### src/rtl/decode_queue.sv
// decode_queue: registered RV32I decode stage feeding a circular FIFO.
//   Each accepted instruction is decoded into an rv32i_control_word. The word
//   is stored together with the PC, the raw instruction and an illegal flag.
//   The head entry is held in an output register, so there is no combinational
//   path from in_* to out_*.
// Optional build macro: DECODE_RV32M_EN. When it is defined, the queue accepts
//   the M extension (op_reg funct7=0000001) and adds the out_muldiv and
//   out_mdop ports.
// Ports:
//   clk, rst           clock; synchronous active-low reset
//   in_valid/in_ready  fetch handshake (in_ready = count < DEPTH)
//   in_instr, in_pc    raw instruction word and its PC
//   flush              discards every queued entry
//   out_valid/out_ready issue handshake on the head entry
//   out_ctrl, out_pc, out_instr, out_illegal   head entry contents
//   out_muldiv, out_mdop   (DECODE_RV32M_EN only) M-extension op and funct3
//   count              current occupancy
package decode_queue_pkg;
   typedef enum logic [6:0] {
      op_lui   = 7'b0110111, op_auipc = 7'b0010111, op_jal   = 7'b1101111,
      op_jalr  = 7'b1100111, op_br    = 7'b1100011, op_load  = 7'b0000011,
      op_store = 7'b0100011, op_imm   = 7'b0010011, op_reg   = 7'b0110011
   } rv32i_opcode_t;

   // add/sll/xor/srl/or/and sit at their funct3 codes. The slt/sltu slots (2, 3)
   // are free because those ops use the comparator, so they hold sra/sub.
   typedef enum logic [2:0] {
      alu_add = 3'd0, alu_sll = 3'd1, alu_sra = 3'd2, alu_sub = 3'd3,
      alu_xor = 3'd4, alu_srl = 3'd5, alu_or  = 3'd6, alu_and = 3'd7
   } alu_ops_t;

   typedef enum logic [2:0] {
      beq = 3'd0, bne = 3'd1, blt = 3'd4, bge = 3'd5, bltu = 3'd6, bgeu = 3'd7
   } branch_funct3_t;

   typedef enum logic       {alumux1_rs1 = 1'b0, alumux1_pc = 1'b1} alumux1_sel_t;
   typedef enum logic [2:0] {
      alumux2_i_imm = 3'd0, alumux2_u_imm = 3'd1, alumux2_b_imm = 3'd2,
      alumux2_s_imm = 3'd3, alumux2_j_imm = 3'd4, alumux2_rs2 = 3'd5
   } alumux2_sel_t;
   typedef enum logic       {cmpmux_rs2 = 1'b0, cmpmux_i_imm = 1'b1} cmpmux_sel_t;
   // pcmux_br means: take alu_out when the comparator reports br_en.
   typedef enum logic [1:0] {
      pcmux_pc_plus4 = 2'd0, pcmux_alu_out = 2'd1, pcmux_alu_mod2 = 2'd2, pcmux_br = 2'd3
   } pcmux_sel_t;
   typedef enum logic [3:0] {
      rfmux_alu_out = 4'd0, rfmux_br_en = 4'd1, rfmux_u_imm = 4'd2, rfmux_lw  = 4'd3,
      rfmux_pc_plus4 = 4'd4, rfmux_lb  = 4'd5, rfmux_lbu   = 4'd6, rfmux_lh  = 4'd7,
      rfmux_lhu = 4'd8
   } regfilemux_sel_t;

   typedef struct packed {
      rv32i_opcode_t   opcode;
      alu_ops_t        aluop;
      alumux1_sel_t    alumux1_sel;
      alumux2_sel_t    alumux2_sel;
      branch_funct3_t  cmpop;
      cmpmux_sel_t     cmpmux_sel;
      logic            use_cmp;
      pcmux_sel_t      pcmux_sel;
      regfilemux_sel_t regfilemux_sel;
      logic            regfile_wb;
      logic            rs1_read;
      logic            rs2_read;
      logic            d_read;
      logic            d_write;
      logic [3:0]      byte_enable;
   } rv32i_control_word;
endpackage

module decode_queue import decode_queue_pkg::*; #(
   parameter int DEPTH = 4,
   localparam int CNT_W = $clog2(DEPTH + 1)
) (
   input  logic              clk,
   input  logic              rst,
   input  logic              in_valid,
   output logic              in_ready,
   input  logic [31:0]       in_instr,
   input  logic [31:0]       in_pc,
   input  logic              flush,
   output logic              out_valid,
   input  logic              out_ready,
   output rv32i_control_word out_ctrl,
   output logic [31:0]       out_pc,
   output logic [31:0]       out_instr,
   output logic              out_illegal,
`ifdef DECODE_RV32M_EN
   output logic              out_muldiv,
   output logic [2:0]        out_mdop,
`endif
   output logic [CNT_W-1:0]  count
);
   localparam int PTR_W = $clog2(DEPTH);

   typedef struct packed {
      rv32i_control_word ctrl;
      logic [31:0]       pc;
      logic [31:0]       instr;
      logic              illegal;
`ifdef DECODE_RV32M_EN
      logic              muldiv;
      logic [2:0]        mdop;
`endif
   } entry_t;

   entry_t           mem [DEPTH];
   entry_t           head_q, dec;
   logic [PTR_W-1:0] head, tail, head_nxt;
   logic [CNT_W-1:0] count_nxt;
   logic             push, pop, bypass;
   logic [2:0]       funct3;
   logic [6:0]       funct7;

   assign funct3 = in_instr[14:12];
   assign funct7 = in_instr[31:25];

   // ---------------- decode ----------------
   // NOTE: every field gets a default first, so no path leaves a latch behind.
   always_comb begin
      dec                     = '0;
      dec.pc                  = in_pc;
      dec.instr               = in_instr;
      dec.ctrl.opcode         = rv32i_opcode_t'(in_instr[6:0]);
      dec.ctrl.aluop          = alu_ops_t'(funct3);
      dec.ctrl.cmpop          = branch_funct3_t'(funct3);
      dec.ctrl.alumux1_sel    = alumux1_rs1;
      dec.ctrl.alumux2_sel    = alumux2_i_imm;
      dec.ctrl.cmpmux_sel     = cmpmux_rs2;
      dec.ctrl.pcmux_sel      = pcmux_pc_plus4;
      dec.ctrl.regfilemux_sel = rfmux_alu_out;
      case (in_instr[6:0])
         op_auipc: begin
            dec.ctrl.alumux1_sel = alumux1_pc;
            dec.ctrl.alumux2_sel = alumux2_u_imm;
            dec.ctrl.regfile_wb  = 1'b1;
         end
         op_lui: begin
            dec.ctrl.regfilemux_sel = rfmux_u_imm;
            dec.ctrl.regfile_wb     = 1'b1;
         end
         op_jal: begin
            dec.ctrl.alumux1_sel    = alumux1_pc;
            dec.ctrl.alumux2_sel    = alumux2_j_imm;
            dec.ctrl.pcmux_sel      = pcmux_alu_out;
            dec.ctrl.regfilemux_sel = rfmux_pc_plus4;
            dec.ctrl.regfile_wb     = 1'b1;
         end
         op_jalr: begin
            dec.ctrl.pcmux_sel      = pcmux_alu_mod2;
            dec.ctrl.regfilemux_sel = rfmux_pc_plus4;
            dec.ctrl.regfile_wb     = 1'b1;
            dec.ctrl.rs1_read       = 1'b1;
         end
         op_br: begin
            dec.ctrl.alumux1_sel = alumux1_pc;
            dec.ctrl.alumux2_sel = alumux2_b_imm;
            dec.ctrl.pcmux_sel   = pcmux_br;
            dec.ctrl.use_cmp     = 1'b1;
            dec.ctrl.rs1_read    = 1'b1;
            dec.ctrl.rs2_read    = 1'b1;
         end
         op_load: begin
            dec.ctrl.d_read     = 1'b1;
            dec.ctrl.regfile_wb = 1'b1;
            dec.ctrl.rs1_read   = 1'b1;
            case (funct3)
               3'd0:    begin dec.ctrl.regfilemux_sel = rfmux_lb;  dec.ctrl.byte_enable = 4'b0001; end
               3'd1:    begin dec.ctrl.regfilemux_sel = rfmux_lh;  dec.ctrl.byte_enable = 4'b0011; end
               3'd2:    begin dec.ctrl.regfilemux_sel = rfmux_lw;  dec.ctrl.byte_enable = 4'b1111; end
               3'd4:    begin dec.ctrl.regfilemux_sel = rfmux_lbu; dec.ctrl.byte_enable = 4'b0001; end
               3'd5:    begin dec.ctrl.regfilemux_sel = rfmux_lhu; dec.ctrl.byte_enable = 4'b0011; end
               default: dec.illegal = 1'b1;
            endcase
         end
         op_store: begin
            dec.ctrl.alumux2_sel = alumux2_s_imm;
            dec.ctrl.d_write     = 1'b1;
            dec.ctrl.rs1_read    = 1'b1;
            dec.ctrl.rs2_read    = 1'b1;
            case (funct3)
               3'd0:    dec.ctrl.byte_enable = 4'b0001;
               3'd1:    dec.ctrl.byte_enable = 4'b0011;
               3'd2:    dec.ctrl.byte_enable = 4'b1111;
               default: dec.illegal = 1'b1;
            endcase
         end
         op_imm: begin
            dec.ctrl.regfile_wb = 1'b1;
            dec.ctrl.rs1_read   = 1'b1;
            case (funct3)
               3'd2: begin
                  dec.ctrl.cmpop = blt;  dec.ctrl.cmpmux_sel = cmpmux_i_imm;
                  dec.ctrl.regfilemux_sel = rfmux_br_en;
               end
               3'd3: begin
                  dec.ctrl.cmpop = bltu; dec.ctrl.cmpmux_sel = cmpmux_i_imm;
                  dec.ctrl.regfilemux_sel = rfmux_br_en;
               end
               3'd1: if (funct7 != 7'b0) dec.illegal = 1'b1;
               3'd5: begin
                  if (funct7 == 7'b0100000) dec.ctrl.aluop = alu_sra;
                  else if (funct7 != 7'b0)  dec.illegal = 1'b1;
               end
               default: ;
            endcase
         end
         op_reg: begin
            dec.ctrl.alumux2_sel = alumux2_rs2;
            dec.ctrl.regfile_wb  = 1'b1;
            dec.ctrl.rs1_read    = 1'b1;
            dec.ctrl.rs2_read    = 1'b1;
            if (funct7 == 7'b0000001) begin
`ifdef DECODE_RV32M_EN
               dec.ctrl.aluop = alu_add;
               dec.muldiv     = 1'b1;
               dec.mdop       = funct3;
`else
               dec.illegal = 1'b1;
`endif
            end else if (funct7 == 7'b0100000) begin
               if (funct3 == 3'd0)      dec.ctrl.aluop = alu_sub;
               else if (funct3 == 3'd5) dec.ctrl.aluop = alu_sra;
               else                     dec.illegal = 1'b1;
            end else if (funct7 != 7'b0) begin
               dec.illegal = 1'b1;
            end else if (funct3 == 3'd2) begin
               dec.ctrl.cmpop = blt;  dec.ctrl.regfilemux_sel = rfmux_br_en;
            end else if (funct3 == 3'd3) begin
               dec.ctrl.cmpop = bltu; dec.ctrl.regfilemux_sel = rfmux_br_en;
            end
         end
         default: dec.illegal = 1'b1;
      endcase
      // Illegal entries must not touch architectural state downstream.
      if (dec.illegal) begin
         dec.ctrl.regfile_wb = 1'b0;
         dec.ctrl.d_read     = 1'b0;
         dec.ctrl.d_write    = 1'b0;
         dec.ctrl.pcmux_sel  = pcmux_pc_plus4;
`ifdef DECODE_RV32M_EN
         dec.muldiv          = 1'b0;
`endif
      end
   end

   // ---------------- queue control ----------------
   assign in_ready  = (count != CNT_W'(DEPTH));
   assign out_valid = (count != '0);
   assign push      = in_valid && in_ready;
   assign pop       = out_valid && out_ready;
   assign head_nxt  = pop ? head + PTR_W'(1) : head;
   // The entry being pushed becomes the new head when the queue is empty after
   // this cycle's pop, so the head register takes it directly from decode.
   assign bypass    = push && (head_nxt == tail);

   always_comb begin
      count_nxt = count;
      case ({push, pop})
         2'b10:   count_nxt = count + CNT_W'(1);
         2'b01:   count_nxt = count - CNT_W'(1);
         default: ;
      endcase
   end

   // NOTE: storage carries no reset; count and the pointers alone decide which slots are live.
   always_ff @(posedge clk) begin
      if (push) mem[tail] <= dec;
   end

   // NOTE: state registers use non-blocking assignments so every flop sees pre-edge values.
   always_ff @(posedge clk) begin
      if (!rst) begin
         head   <= '0;
         tail   <= '0;
         count  <= '0;
         head_q <= '0;
      end else if (flush) begin
         head  <= '0;
         tail  <= '0;
         count <= '0;
      end else begin
         if (push) tail <= tail + PTR_W'(1);
         head  <= head_nxt;
         count <= count_nxt;
         // When the queue goes empty, the head register keeps the last head entry.
         if (count_nxt != '0) head_q <= bypass ? dec : mem[head_nxt];
      end
   end

   assign out_ctrl    = head_q.ctrl;
   assign out_pc      = head_q.pc;
   assign out_instr   = head_q.instr;
   assign out_illegal = head_q.illegal;
`ifdef DECODE_RV32M_EN
   assign out_muldiv  = head_q.muldiv;
   assign out_mdop    = head_q.mdop;
`endif
endmodule

### config.mk
export PLATFORM = sky130hd
export DESIGN_NAME = decode_queue
export DESIGN_NICKNAME = d
export VERILOG_FILES = /design/src/rtl/decode_queue.sv
export SDC_FILE = /design/constraint.sdc
export NUM_CORES = 1
export LEC_CHECK = 0
export CAP_MARGIN = 20
export CORE_ASPECT_RATIO = 1.25
export CORE_UTILIZATION = 62
export DETAILED_ROUTE_END_ITERATION = 12
export PLACE_DENSITY = 0.86
export SLEW_MARGIN = 10
export SYNTH_ARGS = -nofsm -noshare
export SYNTH_HDL_FRONTEND = slang
export SYNTH_SLANG_ARGS = --single-unit
### constraint.sdc
create_clock -name clk -period 6.7 [get_ports clk]
set_input_delay 1.34 -clock clk [delete_from_list [all_inputs] [get_ports clk]]
set_output_delay 1.34 -clock clk [all_outputs]
set_load 0.1 [all_outputs]
### Word level (Yosys, flattened, before mapping)

Memory sizes are Yosys's and may differ from the RTL's. A register that Yosys moved wholly into a read port is not among the register bits.
Cells that the tools add are included.

* logic and storage cells: 101
* memories: 1
* bits in latches: 0
* ROM bits: 0
* bits of input ports: 69
* output and inout bits: 104
* register bits after elaboration: 7
* RAM bits: 396

* multiply operators: 0
* shift-type cells: 0
* bitwise logic cells: 2
* divide/modulo/power cells: 0
* add/subtract/negate cells: 4
* equal/unequal tests: 19
* magnitude comparators: 0
* reductions and logical operators: 20
* multiplexer cells: 52

Memory list
* mem: words 4, bits a word 99, rd ports 1, clocked after Yosys merged registers in 1, write ports 1, RTL line 107 `entry_t mem [DEPTH];`

Operators by type and width (count)
* $pmux W4 S5: 2
* $mux W3: 11
* $eq A7 B6 Y1 const B: 4
* $mux W1: 25
* $pmux W4 S3: 2
* $eq A7 B7 Y1 const B: 3
* $pmux W3 S2: 3
* $pmux W4 S2: 2
* $pmux W3 S5: 1
* $eq A7 B5 Y1 const B: 2
* $reduce_or A2 Y1: 5
* $reduce_or A5 Y1: 2
* $reduce_or A3 Y1: 3
* $eq A7 B1 Y1 const B: 1
* $eq A7 B2 Y1 const B: 1
* $reduce_bool A7 Y1: 1
* $reduce_or A7 Y1: 1
* $eq A3 B2 Y1 const B: 2
* $eq A3 B3 Y1 const B: 2
* $mux W2: 3
* $pmux W2 S3: 1
* $reduce_bool A3 Y1: 2
* $reduce_or A6 Y1: 1
* $pmux W1 S5: 1
* 13 further kinds: 16

### Logic depth before layout (Yosys ltp)

Gate-level depths: netlist of run 1.

* word-level depth: 7
* mapped depth: 14
* gate-level depth less buffers: 9

### Worst setup path after synthesis of run 1

Ideal clock, no wire load.

* path kind: reg-to-reg
* start: reg count[0]
* end: mem mem[0][0] in the netlist's numbering, enable pin
* arrival: 4.739 ns
* clock period less this slack: 5.199 ns
* cell stages (with the launch flop): 5
* path buffers: 2
* slack: 1.501 ns
* cell sequence: dfxtp_1 -> buf_2 -> or3b_2 -> clkbuf_1 -> and3_1

* word-level cells in the longest chain between the ends: 4

Ends and longest elaborated chain
* from (decl): RTL line 92 `output logic [CNT_W-1:0] count`
* from (signal assigned): RTL line 285 `count <= count_nxt;`
* $ne A3 B3 Y1: RTL line 248 `assign in_ready = (count != CNT_W'(DEPTH));`
* named net in_ready: RTL line 78 `output logic in_ready,`
* $logic_and A1 B1 Y1: RTL line 250 `assign push = in_valid && in_ready;`
* $mux W1: RTL line 268 `if (push) mem[tail] <= dec;`
* $mux W1 (implied by the code): RTL line 268
* to (decl): RTL line 107

The timed path passes the listed nets, and every way through them passes these cells.

### Final worst setup path of run 1

* start: in in_valid
* end: reg head_q, in the netlist out_pc[2]

* word-level cells in the longest chain between the ends: 5
* elaborated cells on any way between the ends: 6

Ends and longest elaborated chain
* from (decl): RTL line 77 `input logic in_valid,`
* $logic_and A1 B1 Y1 *: RTL line 250
* $eq A2 B1 Y1 or $eq A2 B2 Y1 (tied branches): RTL line 259 `case ({push, pop})`
* $pmux W3 S2 *: RTL line 259
* $reduce_bool A3 Y1 *: RTL line 287 `if (count_nxt != '0) head_q <= bypass ? dec : mem[head_nxt];`
* $reduce_and A2 Y1 (no line) *
* to (signal assigned): RTL line 287
* to (decl): RTL line 108 `entry_t head_q, dec;`

Every way passes the cells marked *; elsewhere a longest branch is shown, timed or not.
A chain may end at the register's enable or synchronous reset.

==> results.json, run 1 <==
{
  "status": "finished, final reports clean",
  "critPathRequiredTime_ns": 7.18,
  "r2r-end": "out_pc[2]",
  "wire_per_inst_microns": 24.9,
  "setup-tns-final_ns": 0,
  "drtIter0Drc": 1656,
  "multi_input_area_sq_mm": 0.00598,
  "io_pins": 173,
  "maxSlewViolCount": 0,
  "r2r_setup_slack_ns": 2.47,
  "holdWs_ns": 0.487,
  "area_growth_pct": 16.8,
  "critPathMostFrequentCell": "a21oi_1",
  "rsz0062_at_grt": "false",
  "crit_type": "input port to flop",
  "timing.final.crit_share_pct": 68.8,
  "clock_latency_ns": 0.55,
  "worstReg2RegStart": "count[0]",
  "die_area_sq_mm": 0.0325,
  "crit_arrival_ns": 5.09,
  "muxShareOfSynthArea_pct": 7.06,
  "syn_nets": 1584,
  "antenna_found_initial": 0,
  "grt_usage_pct": 31.0,
  "final_hold_viol_count": 0,
  "power_density_mw_per_mm2": 304,
  "slew_headroom_pct": 21.4,
  "seq_area_sq_mm": 0.0129,
  "synth_edf_count": 364,
  "crit_fanout": 61,
  "clockBufferDepth": 3,
  "fp.dieW_microns": 162,
  "post-dp-hpwl_mm": 26.4,
  "hold_path_class": "flop to flop",
  "cpPeakStageDelay_ns": 0.82,
  "vias": 14100,
  "yosys.area_share.xor_xnor_pct": 0.514,
  "ant_nets": 0,
  "synth_compound_gate_area_share_pct": 18.3,
  "yosysSeqAreaShare_pct": 65.3,
  "h-tree-depth": 2,
  "worst_path_max_delay_cell": "a31o_4",
  "cts-hold-fix-buffers": 0,
  "cts-root-buf": "clkbuf_16",
  "num_rows": 72,
  "endpoint": "out_pc[2]",
  "grt_pass1_wl_mm": 77.9,
  "worst_clock_skew_ns": 0.0157,
  "clk_pin_slew_ns": 0.07,
  "cp-end-kind": "flop",
  "setup_viol": 0,
  "post_cts_buffers": 0,
  "vias_per_cell": 6.93,
  "port_buffers": 172,
  "start_kind": "input port",
  "period_minus_slack_ns": 4.61,
  "drtPass1Iterations": 6,
  "grt_max_degree": 96,
  "cts_resized": 0,
  "ys_types": 58,
  "overflow": 0,
  "n_fill_cell": 1907,
  "crit_chain": "clkdlybuf4s50_1, nand2_1, ha_1, fa_1, xnor2_1, o21ai_0, a31o_4, buf_4, a21oi_1, a21oi_1",
  "grt_pass1_vias": 14300,
  "start_util_pct": 63.3,
  "ys_ff_latch": 462,
  "synth_area_sq_mm": 0.0197,
  "fin_nets": 1673,
  "layout-drive-gt1-share_pct": 12.0,
  "tightest_slew_ns": 1.17,
  "cts_buffers": 42,
  "routed_wl_mm": 50.8,
  "yosys.area_share.simple_pct": 3.49,
  "most-common-layout-cells": "edfxtp_1 (364), clkdlybuf4s50_1 (171), o211ai_1 (161)",
  "maxCapViolCount": 0,
  "syn_avg_cell_area_sq_um": 13.1,
  "post-route-drc-count": 0,
  "core_sq_mm": 0.0312,
  "synth_top_family_by_area": "compound AO/OA/AOI/OAI gates",
  "crit_start": "in_valid",
  "n_antenna_cell": 0,
  "cts_tree": "yes",
  "peakVddDrop_mv": 0.244,
  "cts.sink_count": 462,
  "yosys_warnings": 0,
  "synth_async_sr_flop_share_pct": 0,
  "final_common_cell": "edfxtp_1",
  "gp_congestion": 0.830,
  "r2r_cells": 10,
  "die_h_microns": 201,
  "yosys.area_share.adder_pct": 0.419,
  "syn_inst": 1509,
  "power.leakage_nw": 8.11,
  "fmax_mhz": 217,
  "synth_flop_cell": "edfxtp_1"
}
[sequential cells by signal (all words and copies together) (netlist names)]
| register | count |
|---|---|
| out_instr | 26 |
| head | 2 |
| out_ctrl | 32 |
| count | 3 |
| out_pc | 32 |
| out_illegal | 1 |
| mem | 364 |
| tail | 2 |
[kinds of logic (layout without fill, tap and decap cells)]
| group | Yosys count | count (layout) |
|---|---|---|
| AOI/OAI and AO/OA | 543 | 543 |
| xor gates and xnor gates | 10 | 10 |
| muxes | 124 | 124 |
| adders and majority gates | 6 | 6 |
| DFF | 462 | 462 |
| buffers and inverters | 242 | 364 |
| and+or+nand+nor | 122 | 122 |
[power breakdown]
group	leakage (nW)	internal (mW)	switching [mW]
clock	0.694	1.40	1.06
sequential	4.12	3.21	0.0684
combinational	3.30	0.315	0.951
[area by class of cell]
type,instances,share of cell area (%)
Sequential cell,462,56.0
Multi-Input combinational cell,805,26.0
Timing Repair Buffer,195,8.29
Clock buffer,53,5.10
Tap cell,407,2.21
Inverter,92,1.50
Clock inverter,24,0.999
[stage by stage]
| stage | worst slack (ns) | utilization [%] | instances | total power, mW | area, sq um |
|---|---|---|---|---|---|
| after floorplan | 1.50 | - | 1509 | 4.23 | 19700 |
| after global placement | 1.79 | 69.3 | 1960 | 4.55 | 21600 |
| after detailed placement | 1.54 | 69.3 | 1960 | 4.58 | 21600 |
| after CTS | 2.11 | 73.8 | 2037 | 6.99 | 23000 |
| after global routing | 1.89 | 73.9 | 2038 | 7.17 | 23000 |
| final | 2.09 | 73.9 | 2038 | 7.01 | 23000 |
[critical path, delay by kind of cell]
family / cells / cell delay (ns)
buffers and inverters: 2 / 1.05
and+or+nand+nor: 1 / 0.21
adders and majority gates: 2 / 0.68
AOI/OAI and AO/OA: 4 / 1.60
xor gates and xnor gates: 1 / 0.15
[worst min-delay path by stage]
stage | cells past startpoint | start | to | slack (ns)
global placement | 2 | out_ctrl[8] | out_ctrl[8] | 0.46
CTS | 2 | out_ctrl[4] | out_ctrl[4] | 0.49
detailed placement | 2 | out_ctrl[4] | out_ctrl[4] | 0.48
finish | 2 | out_ctrl[4] | out_ctrl[4] | 0.49
global route | 2 | out_ctrl[4] | out_ctrl[4] | 0.51
floorplan | 2 | tail[1] | tail[1] | 0.48
[metal layers]
metal / vias to the layer above / routed length (microns) / global-route usage [%]
met5: - / 0 / 0
met4: 0 / 1710 / 14.8
met3: 152 / 5140 / 5.19
met2: 960 / 25400 / 51.7
met1: 6938 / 18600 / 39.6
li1: 6078 / - / -
[synth_stat cells, types with 2 or more instances]
| master | n | area share [%] |
|---|---|---|
| and4_1 | 2 | 0.089 |
| o22ai_1 | 12 | 0.38 |
| nand2_1 | 20 | 0.38 |
| mux4_2 | 4 | 0.46 |
| o2111ai_1 | 81 | 3.6 |
| buf_1 | 12 | 0.23 |
| nand2b_1 | 6 | 0.19 |
| a41o_1 | 2 | 0.10 |
| o221ai_1 | 2 | 0.089 |
| ha_1 | 5 | 0.32 |
| mux2i_1 | 39 | 2.0 |
| a21o_1 | 3 | 0.11 |
| edfxtp_1 | 364 | 55 |
| buf_2 | 22 | 0.56 |
| nor3_1 | 6 | 0.15 |
| and2_1 | 3 | 0.095 |
| nor4_1 | 11 | 0.35 |
| mux2_2 | 81 | 4.6 |
| o211ai_1 | 161 | 6.1 |
| a31oi_1 | 17 | 0.54 |
| nor2b_1 | 2 | 0.063 |
| buf_4 | 8 | 0.30 |
| nand4_1 | 5 | 0.16 |
| a211oi_1 | 9 | 0.34 |
| nand3_1 | 8 | 0.20 |
| a2bb2oi_1 | 2 | 0.089 |
| inv_1 | 92 | 1.8 |
| nor3b_1 | 3 | 0.11 |
| dfxtp_1 | 98 | 9.9 |
| nor4b_1 | 7 | 0.31 |
| clkbuf_1 | 108 | 2.1 |
| a211o_1 | 2 | 0.089 |
| and4b_1 | 2 | 0.10 |
| o311a_1 | 3 | 0.15 |
| a21oi_1 | 150 | 3.8 |
| o31ai_1 | 2 | 0.076 |
| nor2_1 | 22 | 0.42 |
| a31o_2 | 3 | 0.13 |
| or2_2 | 3 | 0.095 |
| a21bo_2 | 2 | 0.10 |
| or3_1 | 6 | 0.19 |
| xor2_1 | 5 | 0.22 |
| xnor2_1 | 4 | 0.18 |
| o21ai_0 | 86 | 2.2 |
| and3_1 | 11 | 0.35 |
No activity file was read; power rests on OpenSTA's default activity.
==> run 2, diff against run 1 <==
Settings changed: CORE_UTILIZATION 62 to 58, PLACE_DENSITY 0.86 to 0.81.
Clock period 6.7 ns to 4.6 ns, I/O delays scaled along.
==> run 2 against run 1 <==
  * The flow now finishes with violations (design-rule violations)
  * Global-route usage fell by 2.5 points
  * Combinational power rose by 47%
  * Worst hold slack improved by 0.016 ns
  * Final area rose by 1.7%
  * Sequential share of layout area fell by 0.92 points
  * Total power rose by 49%
  * Sequential power rose by 46%
  * Routed wire length fell by 2.4%
  * Via count fell by 1.3%
==> results.json, run 2 (synthesis gave the netlist of run 1 again) <==
{
  "die_h_microns": 208,
  "fin_area_sq_mm": 0.0234,
  "fin_nets": 1684,
  "overflow": 0,
  "n_fill_cell": 2146,
  "p_seq_share_pct": 45.9,
  "critPathMostFrequentCell": "a21oi_1",
  "wire_per_inst_microns": 24.0,
  "holdWs_ns": 0.503,
  "most-common-layout-cells": "edfxtp_1 (364), clkdlybuf4s50_1 (171), o211ai_1 (161)",
  "cts_buffers": 43,
  "final_hold_viol_count": 0,
  "drtIter0Drc": 1561,
  "num_rows": 75,
  "start_kind": "flop",
  "clk_pin_slew_ns": 0.07,
  "critPathBufInv": 1,
  "fp.dieW_microns": 167,
  "maxCapViolCount": 0,
  "port_buffers": 172,
  "crit_fanout": 44,
  "crit_arrival_ns": 4.29,
  "grt_pass1_wl_mm": 77.1,
  "status": "complete, but fails checks",
  "slew_headroom_pct": 24.6,
  "post_cts_buffers": 0,
  "vias_per_cell": 6.75,
  "ant_nets": 0,
  "grt_usage_pct": 28.5,
  "cpPeakStageDelay_ns": 0.64,
  "power.leakage_nw": 8.28,
  "start_util_pct": 58.9,
  "critPathRequiredTime_ns": 5.09,
  "clock_latency_ns": 0.56,
  "worst_path_max_delay_cell": "dfxtp_1",
  "drtPass1Iterations": 11,
  "clkPwrFrac_pct": 36.2,
  "fmax_mhz": 263,
  "clockBufferDepth": 3,
  "crit_chain": "or3b_2, nand2_1, ha_1, fa_1, nor3b_1, a21o_1, a31o_4, buf_12, a21oi_1, a21oi_1",
  "antenna_found_initial": 0,
  "worst_clock_skew_ns": 0.0306,
  "gp_congestion": 0.859,
  "post-route-drc-count": 2,
  "core_sq_mm": 0.0335,
  "cts-hold-fix-buffers": 0,
  "p_total_mw": 10.4,
  "period_minus_slack_ns": 3.80,
  "cts_resized": 0,
  "cts.sink_count": 462,
  "routed_wl_mm": 49.6,
  "vias": 13900,
  "p_int_mw": 7.37,
  "grt_pass1_vias": 13900,
  "tightest_slew_ns": 1.13,
  "setup_viol": 0,
  "crit_family": "simple AND/OR/NAND/NOR gates",
  "layout-drive-gt1-share_pct": 13.1,
  "final_common_cell": "edfxtp_1",
  "io_pins": 173,
  "rsz0062_at_grt": "false",
  "maxSlewViolCount": 0,
  "n_antenna_cell": 0,
  "cts_tree": "yes",
  "setup-tns-final_ns": 0,
  "violations": "design-rule violations",
  "final_core_util_pct": 69.9,
  "top_register": "mem",
  "power_density_mw_per_mm2": 444,
  "area_growth_pct": 18.7,
  "hold_path_class": "flop to flop",
  "cp-end-kind": "flop",
  "cts-root-buf": "clkbuf_16",
  "grt_max_degree": 97,
  "p_sw_share_pct": 29.2,
  "post-dp-hpwl_mm": 26.7,
  "pwr-share-comb_pct": 17.9,
  "timing.final.crit_share_pct": 82.6,
  "p_switching_mw": 3.04,
  "largest_reg_flops": 364,
  "peakVddDrop_mv": 0.380,
  "die_area_sq_mm": 0.0348,
  "dpl_cell_area_sq_mm": 0.0219,
  "h-tree-depth": 2,
  "crit_type": "flop to flop"
}
==> run 2: path summary, 6_finish.rpt <==
path                    start          end  slack [ns]  cells after the start
setup reg to reg     count[2]    out_pc[4]        0.80                     10
setup / recovery     count[2]    out_pc[4]        0.80                     10
hold reg to reg   out_ctrl[8]  out_ctrl[8]        0.50                      2
hold / removal    out_ctrl[8]  out_ctrl[8]        0.50                      2
==> run 2: tightest hold or removal path, stage by stage, from the launching register on <==
cell and delay (ns):
dfxtp_1 0.33, nand3_1 0.07, o31ai_1 0.06
==> run 2: cell type report <==
cell class | count | area (sq um) | share of cell area [%]
Sequential cell | 462 | 12900 | 55.0
Clock inverter | 24 | 310 | 1.32
Timing Repair Buffer | 205 | 2160 | 9.24
Multi-Input combinational cell | 805 | 5980 | 25.5
Tap cell | 423 | 529 | 2.26
Clock buffer | 56 | 1210 | 5.15
Inverter | 92 | 345 | 1.47
==> run 2: power by group through the flow <==
stage	Sequential, mW	Clock (mW)	Combinational, mW
global route	4.79	3.95	1.94
CTS	4.77	3.79	1.86
detailed placement	4.86	0	1.85
finish	4.78	3.77	1.87
global placement	4.86	0	1.82
floorplan	5.53	0	0.623
==> run 2: stage by stage <==
stage	setup slack, ns	cells
floorplan	0.00462	1509
CTS	0.866	2066
global placement	0.685	1986
detailed placement	0.526	1986
global route	0.616	2067
finish	0.803	2067
==> run 2: metal layers <==
metal  GRT usage (%)  vias up  wire, microns
met4            11.8        0           1420
li1                -     6107              -
met2            48.1      841          25200
met5               0        -              0
met3            3.82      125           4520
met1            37.3     6873          18500
